`src/rtl/bilinear_step_ctrl_if.sv`:
```
// ---------------------------------------------------------------------------
// bilinear_step_ctrl_if
// Output entry stream from the bilinear step sequencer to the interpolation
// MAC. One entry carries the source index pair and the table dx. The
// coefficient ROM output is aligned with this stream.
//
// Signals:
//   out_valid    entry presented (coe0/coe1 valid in the same cycle)
//   out_ready    consumer accepts the presented entry
//   out_idx      left source pixel index
//   out_idx_nxt  right source pixel index (clamped to the last pixel)
//   out_dx       coefficient-table address of the presented entry
//   out_last     final entry of the line
//
// Modports: master = sequencer, slave = interpolation datapath.
// ---------------------------------------------------------------------------
interface bilinear_step_ctrl_if #(
    parameter int unsigned INT_W = 12,
    parameter int unsigned DX_W  = 10
);
    logic             out_valid;
    logic             out_ready;
    logic [INT_W-1:0] out_idx;
    logic [INT_W-1:0] out_idx_nxt;
    logic [DX_W-1:0]  out_dx;
    logic             out_last;

    modport master (
        output out_valid,
        output out_idx,
        output out_idx_nxt,
        output out_dx,
        output out_last,
        input  out_ready
    );

    modport slave (
        input  out_valid,
        input  out_idx,
        input  out_idx_nxt,
        input  out_dx,
        input  out_last,
        output out_ready
    );
endinterface

```
`src/rtl/bilinear_step_ctrl.sv`:
```
// ---------------------------------------------------------------------------
// bilinear_step_ctrl
// Per-line phase sequencer for the horizontal bilinear scaler. Walks a
// saturating phase accumulator across the line, emits one source index pair
// per output pixel and addresses the registered (1-cycle) coefficient ROM so
// that coe0/coe1 line up with the presented entry.
//
// Ports:
//   clk, rst_n       clock, synchronous active-low reset
//   start            1-cycle pulse, begins a line (only accepted in IDLE)
//   scale            source step per output pixel, Q INT_W.FRAC_W
//   init_phase       starting source position, Q INT_W.FRAC_W
//   src_width        source pixels in the line (>= 1)
//   dst_width        output pixels to generate (0 -> immediate done)
//   tbl_dx           coefficient ROM address (combinational)
//   busy             not IDLE
//   done             1-cycle pulse after the last transfer
//   stall_cnt        cycles with out_valid & ~out_ready in the current line
//   out_if           output entry stream (master modport)
//
// Build option: BILINEAR_STEP_CTRL_STALL_STATS_EN enables the stall counter;
// without it stall_cnt is tied to zero.
//
// state | meaning
// IDLE  | waiting for start, params may change freely
// RUN   | loading one entry per advance from the accumulator
// FLUSH | last entry loaded, waiting for its transfer
// ---------------------------------------------------------------------------
module bilinear_step_ctrl #(
    parameter int unsigned STEP   = 4096,
    parameter int unsigned FRAC_W = $clog2(STEP),
    parameter int unsigned DX_W   = $clog2(STEP / 4),
    parameter int unsigned INT_W  = 12
) (
    input  logic                    clk,
    input  logic                    rst_n,
    input  logic                    start,
    input  logic [INT_W+FRAC_W-1:0] scale,
    input  logic [INT_W+FRAC_W-1:0] init_phase,
    input  logic [INT_W-1:0]        src_width,
    input  logic [INT_W-1:0]        dst_width,
    output logic [DX_W-1:0]         tbl_dx,
    output logic                    busy,
    output logic                    done,
    output logic [15:0]             stall_cnt,
    bilinear_step_ctrl_if.master    out_if
);

    localparam int unsigned ACC_W = INT_W + FRAC_W + 1;

    typedef enum logic [1:0] {
        IDLE  = 2'd0,
        RUN   = 2'd1,
        FLUSH = 2'd2
    } state_t;

    state_t                  state_q, state_d;
    logic [ACC_W-1:0]        acc_q, acc_d;
    logic [INT_W-1:0]        cnt_q, cnt_d;
    logic [INT_W+FRAC_W-1:0] scale_q, scale_d;
    logic [INT_W-1:0]        src_w_q, src_w_d;
    logic [INT_W-1:0]        dst_w_q, dst_w_d;
    logic                    valid_q, valid_d;
    logic [INT_W-1:0]        idx_q, idx_d;
    logic [INT_W-1:0]        idx_nxt_q, idx_nxt_d;
    logic [DX_W-1:0]         dx_q, dx_d;
    logic                    last_q, last_d;
    logic                    done_q, done_d;

    logic                    adv;
    logic [INT_W:0]          acc_int;
    logic [DX_W-1:0]         acc_dx;
    logic [INT_W-1:0]        src_last;
    logic [INT_W-1:0]        idx_calc;
    logic [INT_W-1:0]        idx_nxt_calc;
    logic [ACC_W:0]          acc_sum;
    logic [ACC_W-1:0]        acc_inc;

    assign adv      = out_if.out_ready | ~valid_q;
    assign acc_int  = acc_q[ACC_W-1:FRAC_W];
    assign acc_dx   = acc_q[FRAC_W-1 -: DX_W];
    assign src_last = src_w_q - INT_W'(1);

    // acc_int carries one extra bit, so a saturated accumulator still clamps.
    assign idx_calc     = (acc_int >= {1'b0, src_w_q}) ? src_last : acc_int[INT_W-1:0];
    assign idx_nxt_calc = (idx_calc >= src_last) ? src_last : idx_calc + INT_W'(1);

    // Saturate at all-ones instead of wrapping back to the line start.
    assign acc_sum = {1'b0, acc_q} + {2'b00, scale_q};
    assign acc_inc = acc_sum[ACC_W] ? {ACC_W{1'b1}} : acc_sum[ACC_W-1:0];

    // When the output register will not load, keep the ROM on the presented
    // entry so coe0/coe1 stay valid through a stall.
    assign tbl_dx = adv ? acc_dx : dx_q;

    always_ff @(posedge clk) begin
        if (!rst_n) begin
            state_q   <= IDLE;
            acc_q     <= '0;
            cnt_q     <= '0;
            scale_q   <= '0;
            src_w_q   <= '0;
            dst_w_q   <= '0;
            valid_q   <= 1'b0;
            idx_q     <= '0;
            idx_nxt_q <= '0;
            dx_q      <= '0;
            last_q    <= 1'b0;
            done_q    <= 1'b0;
        end else begin
            state_q   <= state_d;
            acc_q     <= acc_d;
            cnt_q     <= cnt_d;
            scale_q   <= scale_d;
            src_w_q   <= src_w_d;
            dst_w_q   <= dst_w_d;
            valid_q   <= valid_d;
            idx_q     <= idx_d;
            idx_nxt_q <= idx_nxt_d;
            dx_q      <= dx_d;
            last_q    <= last_d;
            done_q    <= done_d;
        end
    end

    always_comb begin
        state_d   = state_q;
        acc_d     = acc_q;
        cnt_d     = cnt_q;
        scale_d   = scale_q;
        src_w_d   = src_w_q;
        dst_w_d   = dst_w_q;
        valid_d   = valid_q;
        idx_d     = idx_q;
        idx_nxt_d = idx_nxt_q;
        dx_d      = dx_q;
        last_d    = last_q;
        done_d    = 1'b0;

        unique case (state_q)
            IDLE: begin
                if (start) begin
                    scale_d = scale;
                    src_w_d = src_width;
                    dst_w_d = dst_width;
                    acc_d   = {1'b0, init_phase};
                    cnt_d   = '0;
                    if (dst_width == '0) begin
                        done_d = 1'b1;
                    end else begin
                        state_d = RUN;
                    end
                end
            end
            RUN: begin
                if (adv) begin
                    valid_d   = 1'b1;
                    idx_d     = idx_calc;
                    idx_nxt_d = idx_nxt_calc;
                    dx_d      = acc_dx;
                    last_d    = (cnt_q == dst_w_q - INT_W'(1));
                    acc_d     = acc_inc;
                    cnt_d     = cnt_q + INT_W'(1);
                    if (cnt_q == dst_w_q - INT_W'(1)) begin
                        state_d = FLUSH;
                    end
                end
            end
            FLUSH: begin
                if (out_if.out_ready) begin
                    valid_d = 1'b0;
                    last_d  = 1'b0;
                    done_d  = 1'b1;
                    state_d = IDLE;
                end
            end
            default: begin
                state_d = IDLE;
                valid_d = 1'b0;
                last_d  = 1'b0;
            end
        endcase
    end

    assign out_if.out_valid   = valid_q;
    assign out_if.out_idx     = idx_q;
    assign out_if.out_idx_nxt = idx_nxt_q;
    assign out_if.out_dx      = dx_q;
    assign out_if.out_last    = last_q;
    assign busy               = (state_q != IDLE);
    assign done               = done_q;

`ifdef BILINEAR_STEP_CTRL_STALL_STATS_EN
    logic [15:0] stall_q, stall_d;

    always_comb begin
        stall_d = stall_q;
        if (state_q == IDLE && start) begin
            stall_d = '0;
        end else if (valid_q && !out_if.out_ready && stall_q != 16'hFFFF) begin
            stall_d = stall_q + 16'd1;
        end
    end

    always_ff @(posedge clk) begin
        if (!rst_n) begin
            stall_q <= '0;
        end else begin
            stall_q <= stall_d;
        end
    end

    assign stall_cnt = stall_q;
`else
    assign stall_cnt = '0;
`endif

endmodule

```
`src/flat_wrapper.sv`:
```
// flat-port wrapper written by rule: the top's interface ports become plain ports
module bilinear_step_ctrl_flat 
#(
    parameter int unsigned STEP   = 4096,
    parameter int unsigned FRAC_W = $clog2(STEP),
    parameter int unsigned DX_W   = $clog2(STEP / 4),
    parameter int unsigned INT_W  = 12
)
  (clk, rst_n, start, scale, init_phase, src_width, dst_width, tbl_dx, busy, done, stall_cnt, out_if_out_valid, out_if_out_idx, out_if_out_idx_nxt, out_if_out_dx, out_if_out_last, out_if_out_ready);
  bilinear_step_ctrl_if #(.INT_W(INT_W), .DX_W(DX_W)) out_if_i ();
  input  logic clk;
  input  logic rst_n;
  input  logic start;
  input  logic [INT_W+FRAC_W-1:0] scale;
  input  logic [INT_W+FRAC_W-1:0] init_phase;
  input  logic [INT_W-1:0] src_width;
  input  logic [INT_W-1:0] dst_width;
  output logic [DX_W-1:0] tbl_dx;
  output logic busy;
  output logic done;
  output logic [15:0] stall_cnt;
  output wire logic [$bits(out_if_i.out_valid)-1:0] out_if_out_valid;
  output wire logic [$bits(out_if_i.out_idx)-1:0] out_if_out_idx;
  output wire logic [$bits(out_if_i.out_idx_nxt)-1:0] out_if_out_idx_nxt;
  output wire logic [$bits(out_if_i.out_dx)-1:0] out_if_out_dx;
  output wire logic [$bits(out_if_i.out_last)-1:0] out_if_out_last;
  input wire logic [$bits(out_if_i.out_ready)-1:0] out_if_out_ready;
  assign out_if_out_valid = out_if_i.out_valid;
  assign out_if_out_idx = out_if_i.out_idx;
  assign out_if_out_idx_nxt = out_if_i.out_idx_nxt;
  assign out_if_out_dx = out_if_i.out_dx;
  assign out_if_out_last = out_if_i.out_last;
  assign out_if_i.out_ready = out_if_out_ready;
  bilinear_step_ctrl #(.STEP(STEP), .FRAC_W(FRAC_W), .DX_W(DX_W), .INT_W(INT_W)) u_core (.clk(clk), .rst_n(rst_n), .start(start), .scale(scale), .init_phase(init_phase), .src_width(src_width), .dst_width(dst_width), .tbl_dx(tbl_dx), .busy(busy), .done(done), .stall_cnt(stall_cnt), .out_if(out_if_i));
endmodule
```
`config.mk`:
```
export PLATFORM = sky130hd
export DESIGN_NAME = bilinear_step_ctrl_flat
export DESIGN_NICKNAME = d
export VERILOG_FILES = /design/src/rtl/bilinear_step_ctrl_if.sv /design/src/rtl/bilinear_step_ctrl.sv /design/src/flat_wrapper.sv
export SDC_FILE = /design/constraint.sdc
export NUM_CORES = 1
export LEC_CHECK = 0
export CAP_MARGIN = 20
export CORE_MARGIN = 2
export CORE_UTILIZATION = 35
export CTS_BUF_LIST = sky130_fd_sc_hd__clkbuf_16
export DETAILED_ROUTE_END_ITERATION = 8
export GPL_TIMING_DRIVEN = 1
export PLACE_DENSITY = 0.56
export SLEW_MARGIN = 15
export SYNTH_ARGS = -nofsm -noshare
export SYNTH_HDL_FRONTEND = slang
export SYNTH_SLANG_ARGS = --single-unit
```
`constraint.sdc`:
```
create_clock -name clk -period 4.5 [get_ports clk]
set_input_delay 0.675 -clock clk [delete_from_list [all_inputs] [get_ports clk]]
set_output_delay 0.675 -clock clk [all_outputs]
set_load 0.02 [all_outputs]
```
==> qor.yml, run 1 <==
outcome:
  outcome: "finished, final reports clean"
routing:
  vias: 7721
  detail_route.iter0.violations: 409
  drcViolationCount: 0
  drt_wl_total_mm: 24.6
  antenna_left: 0
  first_pass_iters: 5
  viasPerCell: 5.18
  wl_per_cell_um: 16.5
placement:
  hpwl_mm: 18.5
  pre_cts_slack_ns: 0.230
  place.port_buffers: 123
  finalWeightedCongestion: 0.894
  dp.cells: 1457
synth:
  syn_area_um2: 8290
  seq_area_frac_synth_pct: 29.9
  synth_seq_cells: 124
  ys_warn_count: 0
  syn_inst: 1033
  synthArstFlopShare_pct: 0
  synth.distinct_cells: 78
  synth.avg_cell_area_um2: 8.03
  synthFlopType: "dfxtp_1"
  synth_edf_count: 0
timing:
  fin_crit_ns: 4.20
  period_share_pct: 93.2
  relSlewSlack_pct: 34.9
  slew_violations: 0
  finalSetupViolations: 0
  hold_viol: 0
  clock.fmax_ghz: 0.238
  worst_pin_slew_ns: 0.977
  finClkSkew_ns: 0.0132
  fin_ws_ns: 0.305
die:
  start_util_pct: 35.5
  io_pins: 140
  die_w_um: 158
  die_h_um: 158
  rows: 56
  core-area_um2: 23300
  die_area_um2: 24900
min_path:
  hold_depth: 2
  hold_start: "u_core.out_if.out_idx[3]"
  hold_class: "flip-flop to flip-flop"
  holdPathEnd: "u_core.out_if.out_idx[3]"
power_and_ir_drop:
  ir_drop_v: 0.000201
  power.total_uw: 4110
  p_leak_uw: 0.00417
  power.density_nw_per_um2: 389
layout:
  final_util_pct: 45.2
  nets: 1286
  drive_gt1_share_pct: 10.5
  instances_no_fill: 1490
  syn2layout_area_growth_pct: 27.2
  final_cell_mix: "nand2_1 (187), dfxtp_1 (124), clkdlybuf4s50_1 (122)"
  layout_commonest_cell: "nand2_1"
clock_network:
  h-tree-depth: 4
  cts_tree: "built"
  ctsLongestPathBuffers: 2
  cts_sinks: 124
  clockRootBuffer: "clkbuf_16"
  clk_latency_ns: 0.43
  path_clk_slew_ns: 0.05
  numCtsBuffers: 17
  post-cts-setup-buffer-count: 0
worst_setup_path:
  r2r_slack_ns: 0.30
  worstSetupPathType: "flip-flop to flip-flop"
  reg2reg_depth: 17
  endpoint_kind: "flip-flop"
  rr_startpoint: "u_core.src_w_q[0]"
  start_kind: "flip-flop"
  path_max_fanout: 9
  arrival_ns: 4.50
  cp.required_ns: 4.81
  timing.rr.end: "u_core.out_if.out_idx_nxt[3]"
job:
  max_cap_violations: 0
grt:
  grt_max_degree: 70
  gr-usage-all-layers_pct: 20.2
  gr-total-overflow: 0
  grt_first_pass_wirelength_mm: 39.5
  antenna_found_initial: 1
  grt_pass1_vias: 7476
[cells in the mapped netlist (all sizes together), types with 5 or more instances]
cell type / n / area [um2]
o21ai: 39 / 195
a211oi: 5 / 37.5
mux2: 23 / 259
dfxtp: 124 / 2480
nand4: 7 / 43.8
nor3: 13 / 70.1
nor4: 8 / 71.3
xnor2: 31 / 279
inv: 32 / 120
nand3: 31 / 155
a211o: 5 / 43.8
a31oi: 8 / 50.1
mux2i: 11 / 110
nor2b: 12 / 75.1
a21oi: 45 / 229
nand2b: 12 / 75.1
buf: 25 / 161
clkbuf: 49 / 184
a21boi: 92 / 691
o31ai: 14 / 110
and3: 10 / 62.6
a21o: 15 / 113
xor2: 21 / 184
or3: 8 / 55.1
and2: 16 / 100
o221ai: 18 / 158
nand2: 187 / 702
nor4b: 5 / 43.8
or2: 8 / 55.1
o211ai: 9 / 67.6
ha: 52 / 651
o21a: 5 / 37.5
nor2: 41 / 156
[cell type report]
cell class | instances | area, um2
fillers | 2373 | 12800
multi-input cells | 818 | 5440
flip-flops and latches | 124 | 2480
repair buffers | 164 | 1550
clock buffers | 17 | 425
well taps | 319 | 399
clock inverters | 15 | 135
inverters | 32 | 120
diodes | 1 | 2.50
[cell families (layout without fill, tap and decap cells)]
logic type,count (synthesis),in the layout,synth area share [%]
buf+inv,106,228,5.61
fa+ha+maj,53,53,8.09
simple gates,373,373,21.6
xor+xnor,52,52,5.58
flops,124,124,29.9
other cells,1,17,0.0452
mux,34,34,4.45
compound gates,290,290,24.6
[flip-flops by register name, summed over array words and instances (netlist names), 2 cells and up]
signal	flops
u_core.dst_w_q	12
u_core.state_q	2
u_core.out_if.out_idx_nxt	12
u_core.scale_q	24
u_core.out_if.out_idx	12
u_core.out_if.out_dx	10
u_core.cnt_q	12
u_core.acc_q	25
u_core.src_w_q	12
[worst max path at each step]
stage                       start                           end  cells after the start
6_report        u_core.src_w_q[0]  u_core.out_if.out_idx_nxt[3]                     17
5_1_grt         u_core.src_w_q[0]  u_core.out_if.out_idx_nxt[3]                     18
4_1_cts        u_core.src_w_q[10]  u_core.out_if.out_idx_nxt[3]                     19
3_5_place_dp   u_core.src_w_q[10]  u_core.out_if.out_idx_nxt[3]                     19
3_3_place_gp   u_core.src_w_q[10]  u_core.out_if.out_idx_nxt[3]                     18
2_1_floorplan  u_core.src_w_q[10]  u_core.out_if.out_idx_nxt[4]                     21
[layer usage]
metal	wire length [um]	vias up	part of all wire, %	GRT usage [%]
li1	-	3913	-	-
met1	11500	3634	47	25.5
met2	11300	149	46	33.6
met3	1350	25	5.5	5.53
met4	422	0	1.7	5.80
met5	0	-	0	0
[power by group]
part	internal, uW	switching [uW]
sequential	1190	71.2
clock	802	520
combinational	675	850
total	2670	1440
[per-stage QoR]
stage / hold slack, ns / instance area, um2 / setup TNS, ns
floorplan: 0.445 / 8350 / 0
global placement: 0.451 / 9970 / 0
detailed placement: 0.455 / 9970 / 0
CTS: 0.463 / 10500 / 0
global route: 0.493 / 10500 / -0.00232
finish: 0.458 / 10500 / 0
[repair_timing]
| action | CTS | global route |
|---|---|---|
| setup endpoints to repair | 0 | 8 |
| hold endpoints to repair | 0 | 0 |
| gates resized for setup | 0 | 4 |
| hold buffers | 0 | 0 |
[critical path, cell delays in order, from the launching register on]
cell       delay, ns
dfxtp_1         0.31
buf_4           0.17
inv_1           0.09
ha_1            0.18
or3b_1          0.37
or2_4           0.26
or2_4           0.24
xnor2_2         0.15
mux2_2          0.31
ha_1            0.30
a21o_1          0.18
a21oi_1         0.17
nor4b_2         0.21
o2111ai_1       0.16
and2_1          0.27
nor2_1          0.31
a22oi_1         0.12
a41o_1          0.27
No activity file was read; power rests on OpenSTA's default activity.
==> inputs of run 2 (changes only) <==
- SKIP_LAST_GASP: default -> 1
==> results of run 2 <==
No change in the layout: final DEF, timing and power equal those of run 1.
